<file path="config.mk">
export PLATFORM = sky130hd
export DESIGN_NAME = pipe_interlock
export DESIGN_NICKNAME = d
export VERILOG_FILES = /design/src/rtl/pipe_pkg.sv /design/src/rtl/pipe_fwd_match.sv /design/src/rtl/pipe_interlock.sv
export SDC_FILE = /design/constraint.sdc
export NUM_CORES = 1
export LEC_CHECK = 0
export BUFFER_PORTS_ARGS = -buffer_cell sky130_fd_sc_hd__buf_4
export CORE_ASPECT_RATIO = 0.8
export CORE_UTILIZATION = 56
export DETAILED_ROUTE_END_ITERATION = 7
export PLACE_DENSITY_LB_ADDON = 0.05
export SLEW_MARGIN = 15
export SYNTH_ARGS = -nofsm -noshare
export SYNTH_HDL_FRONTEND = slang
export SYNTH_HIERARCHICAL = 1
export SYNTH_SLANG_ARGS = --single-unit
</file>
<file path="constraint.sdc">
create_clock -name clk -period 2 [get_ports clk]
set_clock_uncertainty 0.05 [all_clocks]
set_input_delay 0 -clock clk [delete_from_list [all_inputs] [get_ports clk]]
set_output_delay 0 -clock clk [all_outputs]
set_load 0.01 [all_outputs]
</file>
<file path="src/rtl/pipe_pkg.sv">
// pipe_pkg: shared scoreboard slot record, forwarding constants and producer ready-slot helper
package pipe_pkg;
  localparam int RD_MAX = 8;
  localparam int FWD_SEL_NONE = 0;
  typedef struct packed {
    logic              valid;
    logic [RD_MAX-1:0] rd;
    logic              wr;
    logic              load;
  } slot_t;
  function automatic int ready_slot(input logic load, input int load_lat);
    return load ? 1 + load_lat : 1;
  endfunction
endpackage

</file>
<file path="src/rtl/pipe_fwd_match.sv">
// pipe_fwd_match: priority compare of one EX source against slots 1..FWD_DEPTH, lowest slot wins
module pipe_fwd_match
  import pipe_pkg::*;
#(
  parameter int FWD_DEPTH = 2,
  parameter int SEL_W     = $clog2(FWD_DEPTH + 1)
) (
  input  logic [RD_MAX-1:0] src,
  input  logic              used,
  input  logic [FWD_DEPTH:1] live,
  input  logic [RD_MAX-1:0] rds [1:FWD_DEPTH],
  output logic [SEL_W-1:0]  sel
);
  // scan oldest to youngest so the youngest matching producer is the last one written
  always_comb begin
    sel = SEL_W'(FWD_SEL_NONE);
    for (int k = FWD_DEPTH; k >= 1; k--)
      if (used && src != '0 && live[k] && rds[k] == src) sel = SEL_W'(k);
  end
endmodule

</file>
<file path="src/rtl/pipe_interlock.sv">
// pipe_interlock: hazard/forwarding controller; stall/flush counters with PIPE_INTERLOCK_PERF_EN
module pipe_interlock
  import pipe_pkg::*;
#(
  parameter int REG_AW    = 5,
  parameter int FWD_DEPTH = 2,
  parameter int LOAD_LAT  = 1,
  parameter int SEL_W     = $clog2(FWD_DEPTH + 1)
) (
  input  logic              clk,
  input  logic              reset,
  input  logic              id_valid,
  input  logic [REG_AW-1:0] id_rs,
  input  logic [REG_AW-1:0] id_rt,
  input  logic              id_rs_used,
  input  logic              id_rt_used,
  input  logic [REG_AW-1:0] id_rd,
  input  logic              id_wr,
  input  logic              id_load,
  input  logic              ex_redirect,
  input  logic              ext_stall,
  output logic              pc_write,
  output logic              ifid_write,
  output logic              ifid_flush,
  output logic              idex_bubble,
  output logic [SEL_W-1:0]  fwd_a,
  output logic [SEL_W-1:0]  fwd_b
`ifdef PIPE_INTERLOCK_PERF_EN
  ,
  output logic [31:0]       stall_cnt,
  output logic [31:0]       flush_cnt
`endif
);
  slot_t             sb0;
  slot_t             pipe [1:FWD_DEPTH];
  logic [RD_MAX-1:0] ex_rs, ex_rt;
  logic              ex_rs_used, ex_rt_used;
  logic [RD_MAX-1:0] rs_x, rt_x, rd_x;
  logic              hz, hazard;
  logic [FWD_DEPTH:1] live;
  logic [RD_MAX-1:0] rds [1:FWD_DEPTH];

  assign rs_x = RD_MAX'(id_rs);
  assign rt_x = RD_MAX'(id_rt);
  assign rd_x = RD_MAX'(id_rd);

  // a producer in slot k blocks ID while its result is still too far from existing to forward
  function automatic logic hit(input slot_t s, input int k);
    return s.valid && s.wr && s.rd != '0 && (k + 1 < ready_slot(s.load, LOAD_LAT)) &&
           ((id_rs_used && rs_x != '0 && rs_x == s.rd) || (id_rt_used && rt_x != '0 && rt_x == s.rd));
  endfunction

  // load-use detection across EX and every forwarding slot
  always_comb begin
    hz = hit(sb0, 0);
    for (int k = 1; k <= FWD_DEPTH; k++) hz = hz | hit(pipe[k], k);
  end

  assign hazard      = id_valid & hz;
  assign pc_write    = ~ext_stall & (ex_redirect | ~hazard);
  assign ifid_write  = ~ext_stall & (ex_redirect | ~hazard);
  assign ifid_flush  = ~ext_stall & ex_redirect;
  assign idex_bubble = ~ext_stall & (ex_redirect | hazard);

  // flatten forwarding slots into compare inputs
  always_comb begin
    for (int k = 1; k <= FWD_DEPTH; k++) begin
      live[k] = pipe[k].valid & pipe[k].wr;
      rds[k]  = pipe[k].rd;
    end
  end

  pipe_fwd_match #(.FWD_DEPTH(FWD_DEPTH), .SEL_W(SEL_W)) u_fwd_a (
    .src(ex_rs), .used(sb0.valid & ex_rs_used), .live(live), .rds(rds), .sel(fwd_a)
  );
  pipe_fwd_match #(.FWD_DEPTH(FWD_DEPTH), .SEL_W(SEL_W)) u_fwd_b (
    .src(ex_rt), .used(sb0.valid & ex_rt_used), .live(live), .rds(rds), .sel(fwd_b)
  );

  // scoreboard advances one slot per cycle unless the whole pipe is frozen
  always_ff @(posedge clk) begin
    if (reset) begin
      sb0        <= '0;
      ex_rs      <= '0;
      ex_rt      <= '0;
      ex_rs_used <= 1'b0;
      ex_rt_used <= 1'b0;
      for (int k = 1; k <= FWD_DEPTH; k++) pipe[k] <= '0;
    end else if (!ext_stall) begin
      sb0        <= '{valid: id_valid & ~idex_bubble, rd: rd_x, wr: id_wr, load: id_load};
      ex_rs      <= rs_x;
      ex_rt      <= rt_x;
      ex_rs_used <= id_rs_used;
      ex_rt_used <= id_rt_used;
      pipe[1]    <= sb0;
      for (int k = 2; k <= FWD_DEPTH; k++) pipe[k] <= pipe[k-1];
    end
  end

`ifdef PIPE_INTERLOCK_PERF_EN
  // count hazard stalls and redirect flushes that actually take effect
  always_ff @(posedge clk) begin
    if (reset) begin
      stall_cnt <= '0;
      flush_cnt <= '0;
    end else begin
      if (hazard & ~ext_stall & ~ex_redirect) stall_cnt <= stall_cnt + 32'd1;
      if (ex_redirect & ~ext_stall) flush_cnt <= flush_cnt + 32'd1;
    end
  end
`endif
endmodule
</file>
==> flow_summary.ini, run 1 <==
[status]
status = finished with violations
violations = setup timing

[timing]
slew_headroom_pct = 49.70
finalSetupViolations = 3
rsz0062_at_grt = true
fmax_mhz = 456.9
tightest_slew_ns = 0.7544
layout_setup_ws_ns = -0.1887
fin_crit_sh_pct = 109.4
slew_viol_final = 0
hold_viol = 0
finalCriticalPeriod_ns = 2.189

[setup_path]
worstPathMaxFanout = 5
crit_arrival_ns = 2.14
crit-reg2reg-launch = sb0[3]$_SDFFE_PP0N_
start_kind = register
rr_worst_depth = 6
r2r_end = sb0[10]$_SDFFE_PP0N_
worst_setup_path_end_kind = output port
reg2reg_slack_ns = 0
critPathKind = reg2out
crit_required_ns = 1.95

[pwr]
p_leak_nw = 1.278
power.density_nw_per_um2 = 687.4
peakVddDrop_v = 0.0007274

[die]
core_sq_um = 3176
die_area_sq_um = 3660
initial_core_util_pct = 60.32
die_w_um = 67.39
num_rows = 18
io_pins = 32
die_h_um = 54.31

[clock_network]
clkTransAtPathRegs_ns = 0.08
root_buffer = clkbuf_8
clk_latency_ns = 0.30
cts_buffers = 5
clk_path_buf_depth = 2
h-tree-depth = 2
cts_sinks = 34
cts_tree = yes

[final_layout]
finalCoreUtilization_pct = 88.22
final_cell_mix = buf_4, dlygate4sd3_1, conb_1
area_growth_pct = 46.24
final_area_sq_um = 2801
n_fill_cell = 141
fin_nets = 309
n_antenna_cell = 0
drive_gt1_share_pct = 20.63
layout_commonest_cell = buf_4

[grt]
grt_max_degree = 26
grt_antenna_before_repair = 0
grt_overflow = 0
grt_pass1_vias = 1684
grt_first_pass_wirelength_mm = 8.162
grt_use_total_pct = 32.92

[drt]
post-route-drc-count = 0
vias_per_cell = 5.672
wl_mm = 6.185
wl_per_cell_um = 18.97
final_antenna_net_count = 0
num_vias = 1849
firstDrtPassIters = 5
drtIter0Drc = 143

[placement]
placed_cell_area_sq_um = 2282
place_ws_ns = 0.3189
port_buffers = 31
place_congestion = 0.8847
dpl.hpwl_mm = 3.126

[logic_synthesis]
syn_inst = 189
syn_avg_cell_area_sq_um = 10.14
synthesis.area_sq_um = 1916
yosys_warnings = 6
synth_cell_type_count = 32
ys_seq_area_share_pct = 42.85
synth.ff_latch_count = 34

[job]
drv_cap = 0

[min_path]
holdPathStages = 2
hold_path.startpoint = reset
hp-class = in2reg
hold_path_end = ex_rs[0]$_SDFFE_PP0N_
## per-layer routing
metal  global-route usage (%)  share of wire [%]  up-vias
met1                    36.74                 38      867
met4                    22.34                5.4        0
met2                    55.33                 48      134
met5                        0                  0        -
met3                    9.375                8.2       37
li1                         -                  -      811
## logic make-up after synthesis
group,Yosys count,synth area share (%)
multiplexers,19,9.928
AND/OR/NAND/NOR,78,22.86
other,1,0.1958
buffers and inverters,10,2.286
XOR/XNOR,40,18.29
AO/OA/AOI/OAI,7,3.592
flip-flops,34,42.85
## Yosys cell counts (all sizes together)
master / count / area, sq um
inv: 3 / 11.26
nor2: 24 / 90.09
nand4: 3 / 18.77
clkbuf: 4 / 15.01
o32a: 1 / 11.26
nand3: 6 / 30.03
o21ba: 1 / 10.01
nand2: 4 / 15.01
xor2: 18 / 157.7
and2: 17 / 107.6
a21oi: 1 / 5.000
nor3: 8 / 60.06
dfxtp: 20 / 400.4
o21ai: 2 / 13.76
and3: 3 / 18.77
xnor2: 22 / 192.7
edfxtp: 14 / 420.4
a2bb2o: 1 / 20.02
buf: 3 / 17.52
mux2i: 19 / 190.2
or3: 1 / 6.260
o2111ai: 1 / 8.760
conb: 1 / 3.750
or4: 1 / 7.510
nand2b: 2 / 12.51
nor4: 8 / 62.56
and4: 1 / 8.760
## layout make-up
| cell class | count | area (sq um) | area share (%) |
|---|---|---|---|
| timing repair buffer | 67 | 588.1 | 20.99 |
| clock inverter | 3 | 68.82 | 2.456 |
| inverter | 3 | 11.26 | 0.4020 |
| sequential | 34 | 832.0 | 29.70 |
| multi-input combinational | 174 | 1182 | 42.21 |
| tap | 40 | 50.05 | 1.787 |
| clock buffer | 5 | 68.82 | 2.456 |
## state kept, by name, summed over array words and instances (netlist names)
name        flops
ex_rt_used      1
ex_rs           5
pipe           14
sb0             8
ex_rs_used      1
ex_rt           5
## per-stage QoR
| stage | hold slack, ns | std cells | setup TNS, ns | total power [mW] |
|---|---|---|---|---|
| floorplan | 0.06786 | 218 | 0 | 0.9832 |
| global placement | 0.1824 | 283 | 0 | 1.061 |
| detailed placement | 0.1889 | 283 | 0 | 1.068 |
| CTS | 0.001425 | 324 | 0 | 1.876 |
| global route | 0.01573 | 326 | -0.7888 | 1.977 |
| finish | 0.02706 | 326 | -0.5248 | 1.926 |
## power by group
group          internal [mW]  total, mW  switching (mW)
logic                  0.175      0.334           0.159
clock network          0.500      0.778           0.279
registers              0.763      0.813          0.0505
total                   1.44       1.93           0.488
## repair_timing
| action | 4_1_cts | 5_1_grt |
|---|---|---|
| setup endpoints to repair | 2 | 3 |
| hold endpoints to repair | 19 | 0 |
| resized for setup | 1 | 10 |
| hold buffers | 33 | 0 |
| buffers inserted | 0 | 4 |
| pin swaps | 0 | 4 |
## critical path, cell delays in order (launching register included)
cell     delay [ns]
dfxtp_4        0.37
xor2_1         0.17
nor3_1         0.31
nand4_1        0.19
o32a_4         0.45
o21ba_4        0.20
buf_4          0.14
## how the worst max path moves through the flow
stage	startpoint	endpoint	slack, ns	depth (start not counted)
final	sb0[3]$_SDFFE_PP0N_	ifid_write	-0.19	6
after global routing	sb0[3]$_SDFFE_PP0N_	ifid_write	-0.25	6
after CTS	sb0[3]$_SDFFE_PP0N_	ifid_write	0.007	6
after detailed placement	sb0[5]$_SDFFE_PP0N_	ifid_write	0.32	6
after global placement	sb0[5]$_SDFFE_PP0N_	pc_write	0.41	6
after floorplan	sb0[3]$_SDFFE_PP0N_	pc_write	0.42	6
(Power assumes the default switching activity.)
==> inputs of run 2 (changes only) <==
--- a/config.mk
+++ b/config.mk
@@ -9,6 +9,7 @@
 export CORE_ASPECT_RATIO = 0.8
 export CORE_UTILIZATION = 56
 export DETAILED_ROUTE_END_ITERATION = 7
+export HOLD_SLACK_MARGIN = 0.08
 export PLACE_DENSITY_LB_ADDON = 0.05
 export SLEW_MARGIN = 15
 export SYNTH_ARGS = -nofsm -noshare
==> run 2 against run 1 <==
  * The flow still finishes with violations (setup timing)
  * Setup slack gained 0.14 ns
  * Design area is 2.4% higher
  * First-iteration DRC count increased by 25%
  * Count of clock-buffer cells in the layout is the same
  * Via count rose by 3.1%
  * Sequential share of layout area down 0.57 points
  * Worst hold slack improved by 0.096 ns
  * Global-route usage increased by 4.8 points
  * Clock power rose by 3.5%
  * Die area is the same
  * Register-to-register slack improved by 0.34 ns
  * Total power grew 2.6%
  * Largest power group unchanged
==> flow_summary.ini, run 2 (synthesis results as in run 1) <==
[status]
status = finished with violations
violations = setup timing

[grt]
grt_antenna_before_repair = 0
grt_max_degree = 26
grt_overflow = 0
grt_first_pass_wirelength_mm = 9.349
grt_pass1_vias = 1857
grt_use_total_pct = 37.70

[setup_path]
worstPathMaxFanout = 5
r2r_end = sb0[10]$_SDFFE_PP0N_
critPathKind = reg2out
start_kind = register
crit_required_ns = 1.95
reg2reg_slack_ns = 0.34
crit-reg2reg-launch = sb0[0]$_SDFFE_PP0N_
worst_setup_path_end_kind = output port
crit_arrival_ns = 2.00
crit_chain = or4_4, o21ai_2, or3_1, o32a_4, o21ba_4, buf_4
rr_worst_depth = 5
cp_slowest_cell = or4_4
crit_path_max_incr_delay_ns = 0.53

[timing]
tightest_slew_ns = 0.7526
fmax_mhz = 488.6
finalCriticalPeriod_ns = 2.047
finalSetupViolations = 3
hold_viol = 0
fin_crit_sh_pct = 102.3
layout_setup_ws_ns = -0.04657
rsz0062_at_grt = true
slew_headroom_pct = 49.83
slew_viol_final = 0
hold_slack_ns = 0.1235

[clock_network]
clkTransAtPathRegs_ns = 0.09
cts_buffers = 5
cts_tree = yes
cts_sinks = 34
clk_latency_ns = 0.31
root_buffer = clkbuf_8
h-tree-depth = 2
clk_path_buf_depth = 2

[final_layout]
n_antenna_cell = 0
largest_registers = pipe (14), sb0 (8)
area_growth_pct = 49.77
fin_nets = 316
top_register = pipe
final_cell_mix = dlygate4sd3_1, buf_4, conb_1
layout_commonest_cell = dlygate4sd3_1
final_area_sq_um = 2869
n_fill_cell = 123
drive_gt1_share_pct = 20.82
largest_reg_flops = 14

[min_path]
hold_path.startpoint = reset
holdPathStages = 2
hp-class = in2reg
hold_path_end = pipe[1][10]$_SDFFCE_PN0P_

[placement]
dpl.hpwl_mm = 3.126
placed_cell_area_sq_um = 2282
place_congestion = 0.8847
port_buffers = 31

[drt]
firstDrtPassIters = 5
wl_mm = 6.737
vias_per_cell = 5.724
num_vias = 1906
final_antenna_net_count = 0
wl_per_cell_um = 20.23
post-route-drc-count = 0
drtIter0Drc = 179

[pwr]
swShare_pct = 26.59
p_sw_mw = 0.5251
p_int_mw = 1.450
power_frac_clock_pct = 40.7
pwr-share-seq_pct = 41.3
power_mw = 1.975
combPwrFrac_pct = 17.9
power.density_nw_per_um2 = 688.3
peakVddDrop_v = 0.0006133
p_leak_nw = 1.309

[die]
die_h_um = 54.31
num_rows = 18
die_w_um = 67.39
io_pins = 32
die_area_sq_um = 3660
initial_core_util_pct = 60.32
core_sq_um = 3176

[job]
drv_cap = 0
==> run 2: cell count changes in the layout (fill, tap and decap cells not counted), sizes merged <==
cell          before  now
buf               34   35
dlymetal6s4s       1    0
dlygate4sd3       32   39
==> run 2: how the worst max path moves through the flow <==
stage | start | endpoint | slack [ns] | depth (start not counted)
3_3_place_gp | sb0[5]$_SDFFE_PP0N_ | pc_write | 0.41 | 6
5_1_grt | sb0[4]$_SDFFE_PP0N_ | pc_write | -0.09 | 6
4_1_cts | sb0[3]$_SDFFE_PP0N_ | ifid_write | 0.007 | 6
6_report | sb0[4]$_SDFFE_PP0N_ | ifid_write | -0.05 | 6
3_5_place_dp | sb0[5]$_SDFFE_PP0N_ | ifid_write | 0.32 | 6
2_1_floorplan | sb0[3]$_SDFFE_PP0N_ | pc_write | 0.42 | 6
==> run 2: power by group through the flow <==
stage	logic (mW)	registers, mW	clock network (mW)
floorplan	0.173	0.810	0
finish	0.354	0.816	0.805
global route	0.372	0.820	0.836
global placement	0.239	0.822	0
CTS	0.305	0.809	0.771
detailed placement	0.243	0.825	0
==> run 2: final cells by class <==
type	instances	area, sq um	area share [%]
clock buffer	5	68.82	2.399
timing repair buffer	74	653.1	22.76
multi-input combinational	174	1181	41.17
inverter	3	11.26	0.3925
sequential	34	835.8	29.13
tap	40	50.05	1.744
clock inverter	3	68.82	2.399
==> run 2: layer usage <==
metal  track usage [%]  part of all wire (%)  wire [um]
met2             67.17                    49       3329
met5                 0                     0          0
met1             39.85                    37       2482
met4             25.53                   6.6        446
met3             9.583                   7.1        479
==> run 2: what timing repair did <==
item / CTS / global route
gates resized for setup: 1 / 11
buffers inserted: 0 / 4
setup endpoints to repair: 2 / 3
pin swaps: 0 / 6
hold buffers: 39 / 0
hold endpoints to repair: 20 / 0
==> run 2: critical path, delay by kind of cell, from the launching register on <==
family / cells / cell delay [ns]
flops: 1 / 0.37
buf+inv: 1 / 0.11
simple gates: 2 / 0.69
compound gates: 3 / 0.51
==> run 2: per-stage QoR <==
stage                     utilization [%]  setup TNS, ns  setup slack, ns  instances
final                               90.35        -0.1163         -0.04657        333
after global placement              71.87              0           0.4118        283
after detailed placement            71.87              0           0.3189        283
after global routing                90.35        -0.2564         -0.09043        333
after CTS                           88.53              0         0.006784        330
after floorplan                         -              0           0.4218        218
==> inputs of run 3 (changes only) <==
--- a/config.mk
+++ b/config.mk
@@ -5,10 +5,10 @@
 export SDC_FILE = /design/constraint.sdc
 export NUM_CORES = 1
 export LEC_CHECK = 0
-export BUFFER_PORTS_ARGS = -buffer_cell sky130_fd_sc_hd__buf_4
 export CORE_ASPECT_RATIO = 0.8
-export CORE_UTILIZATION = 56
+export CORE_UTILIZATION = 60
 export DETAILED_ROUTE_END_ITERATION = 7
+export DONT_BUFFER_PORTS = 1
 export HOLD_SLACK_MARGIN = 0.08
 export PLACE_DENSITY_LB_ADDON = 0.05
 export SLEW_MARGIN = 15
==> run 3 against run 2 <==
  * Wire length shrank 1.6%
  * Maximum frequency fell by 3.5%
  * Critical path depth down 1
  * Sequential share of layout area grew 3.3 points
  * Critical path type unchanged
  * Sequential power increased by 0.5%
  * The run still ends with setup timing left
  * Non-clock buffer count is 33 lower
  * Worst hold slack got worse by 0.0091 ns
  * First-iteration DRC count up 27%
  * Flip-flop and latch count unchanged
  * Utilization is 2.2 points lower
  * Largest power group unchanged
==> flow_summary.ini, run 3 (synthesis results as in run 1) <==
[status]
status = finished with violations
violations = setup timing

[setup_path]
crit_required_ns = 1.95
crit_path_max_incr_delay_ns = 0.46
cp_slowest_cell = o32a_2
critPathKind = reg2out
start_kind = register
crit_chain = xor2_1, nor3_1, nand4_1, o32a_2, a21oi_1
worstPathMaxFanout = 6
worst_setup_path_end_kind = output port
crit_arrival_ns = 2.07

[pwr]
p_leak_nw = 1.066
peakVddDrop_v = 0.0005400
power.density_nw_per_um2 = 647.6

[placement]
place_ws_ns = 0.3496
place_congestion = 0.9217
dpl.hpwl_mm = 3.023
port_buffers = 0
placed_cell_area_sq_um = 2039

[final_layout]
final_area_sq_um = 2550
final_cell_mix = dlygate4sd3_1, conb_1, nor2_1
layout_commonest_cell = dlygate4sd3_1
fin_nets = 283
n_antenna_cell = 0
largest_reg_flops = 14
largest_registers = pipe (14), sb0 (8)
drive_gt1_share_pct = 8.846
area_growth_pct = 33.12
n_fill_cell = 117
top_register = pipe

[timing]
fin_crit_sh_pct = 106.0
slew_headroom_pct = 40.45
hold_slack_ns = 0.1145
hold_viol = 0
finalSetupViolations = 3
rsz0062_at_grt = true
layout_setup_ws_ns = -0.1198
fmax_mhz = 471.7
fin_setup_tns_ns = -0.2497
tightest_slew_ns = 0.8900
slew_viol_final = 0
finalCriticalPeriod_ns = 2.120

[grt]
grt_first_pass_wirelength_mm = 8.769
grt_use_total_pct = 36.74
grt_max_degree = 24
grt_pass1_vias = 1798
grt_overflow = 0
grt_antenna_before_repair = 0

[clock_network]
cts_sinks = 34
cts_setup_buffers = 0
cts_tree = yes
clk_path_buf_depth = 2
clk_latency_ns = 0.30
clkTransAtPathRegs_ns = 0.09
cts_buffers = 5
root_buffer = clkbuf_8
h-tree-depth = 2

[die]
num_rows = 17
core_sq_um = 2893
initial_core_util_pct = 66.22
die_w_um = 65.17
die_h_um = 52.54
io_pins = 32
die_area_sq_um = 3424

[job]
drv_cap = 0

[drt]
final_antenna_net_count = 0
num_vias = 1859
wl_per_cell_um = 22.26
vias_per_cell = 6.238
wl_mm = 6.632
drtIter0Drc = 228
post-route-drc-count = 0
firstDrtPassIters = 7

[min_path]
hp-class = in2out
-- run 3: cell types whose count changed in the layout (fill, tap and decap cells not counted) --
cell	before	now
clkinv_1	0	1
dfxtp_1	14	16
dlygate4sd3_1	39	41
bufinv_16	2	0
clkinv_2	0	1
clkinv_4	1	0
o32a_4	1	0
dfxtp_2	3	4
clkinvlp_4	0	1
o32a_2	0	1
buf_4	35	0
dfxtp_4	3	0
-- run 3: report_power, final --
part	total [mW]	switching (mW)	internal, mW
Sequential	0.820	0.0564	0.764
Combinational	0.302	0.139	0.163
Clock	0.529	0.289	0.239
-- run 3: what timing repair did --
| item | in CTS | in global routing |
|---|---|---|
| gates resized for setup | 0 | 6 |
| setup endpoints to repair | 0 | 3 |
| endpoints found under the hold margin | 23 | 0 |
| hold buffers | 41 | 0 |
-- run 3: per-layer routing --
metal | wire length (um) | track usage [%] | vias up
met5 | 0 | 0 | -
met4 | 435 | 25.00 | 0
met3 | 811 | 10.00 | 59
met2 | 3001 | 63.75 | 191
met1 | 2383 | 39.34 | 849
li1 | - | - | 760
-- run 3: final cells by class --
| cell class | instances | area, sq um | area share [%] |
|---|---|---|---|
| repair buffers | 41 | 410.4 | 16.09 |
| clock buffers | 5 | 68.82 | 2.699 |
| inverters | 3 | 11.26 | 0.4416 |
| well taps | 38 | 47.55 | 1.865 |
| multi-input cells | 174 | 1170 | 45.88 |
| flip-flops and latches | 34 | 825.8 | 32.38 |
| clock inverters | 3 | 16.27 | 0.6379 |
-- run 3: final timing paths --
check	depth (start not counted)	slack, ns	from	to
setup / recovery	5	-0.12	sb0[5]$_SDFFE_PP0N_	idex_bubble
hold / removal	1	0.11	ex_redirect	ifid_write
setup reg to reg	5	0.15	sb0[5]$_SDFFE_PP0N_	sb0[10]$_SDFFE_PP0N_
hold reg to reg	1	0.59	pipe[1][10]$_SDFFCE_PN0P_	pipe[2][10]$_SDFFCE_PN0P_
-- run 3: per-stage QoR --
step	total power, mW	util [%]	instances
floorplan	0.9832	-	218
global placement	0.9924	70.50	249
detailed placement	1.001	70.50	249
CTS	1.566	87.63	298
global route	1.681	88.15	298
finish	1.651	88.15	298
-- run 3: critical path: cells and delay by family (launching register included) --
family | cells | cell delay [ns]
xor gates and xnor gates | 1 | 0.17
and+or+nand+nor | 2 | 0.48
AOI/OAI and AO/OA | 2 | 0.75
DFF | 1 | 0.36
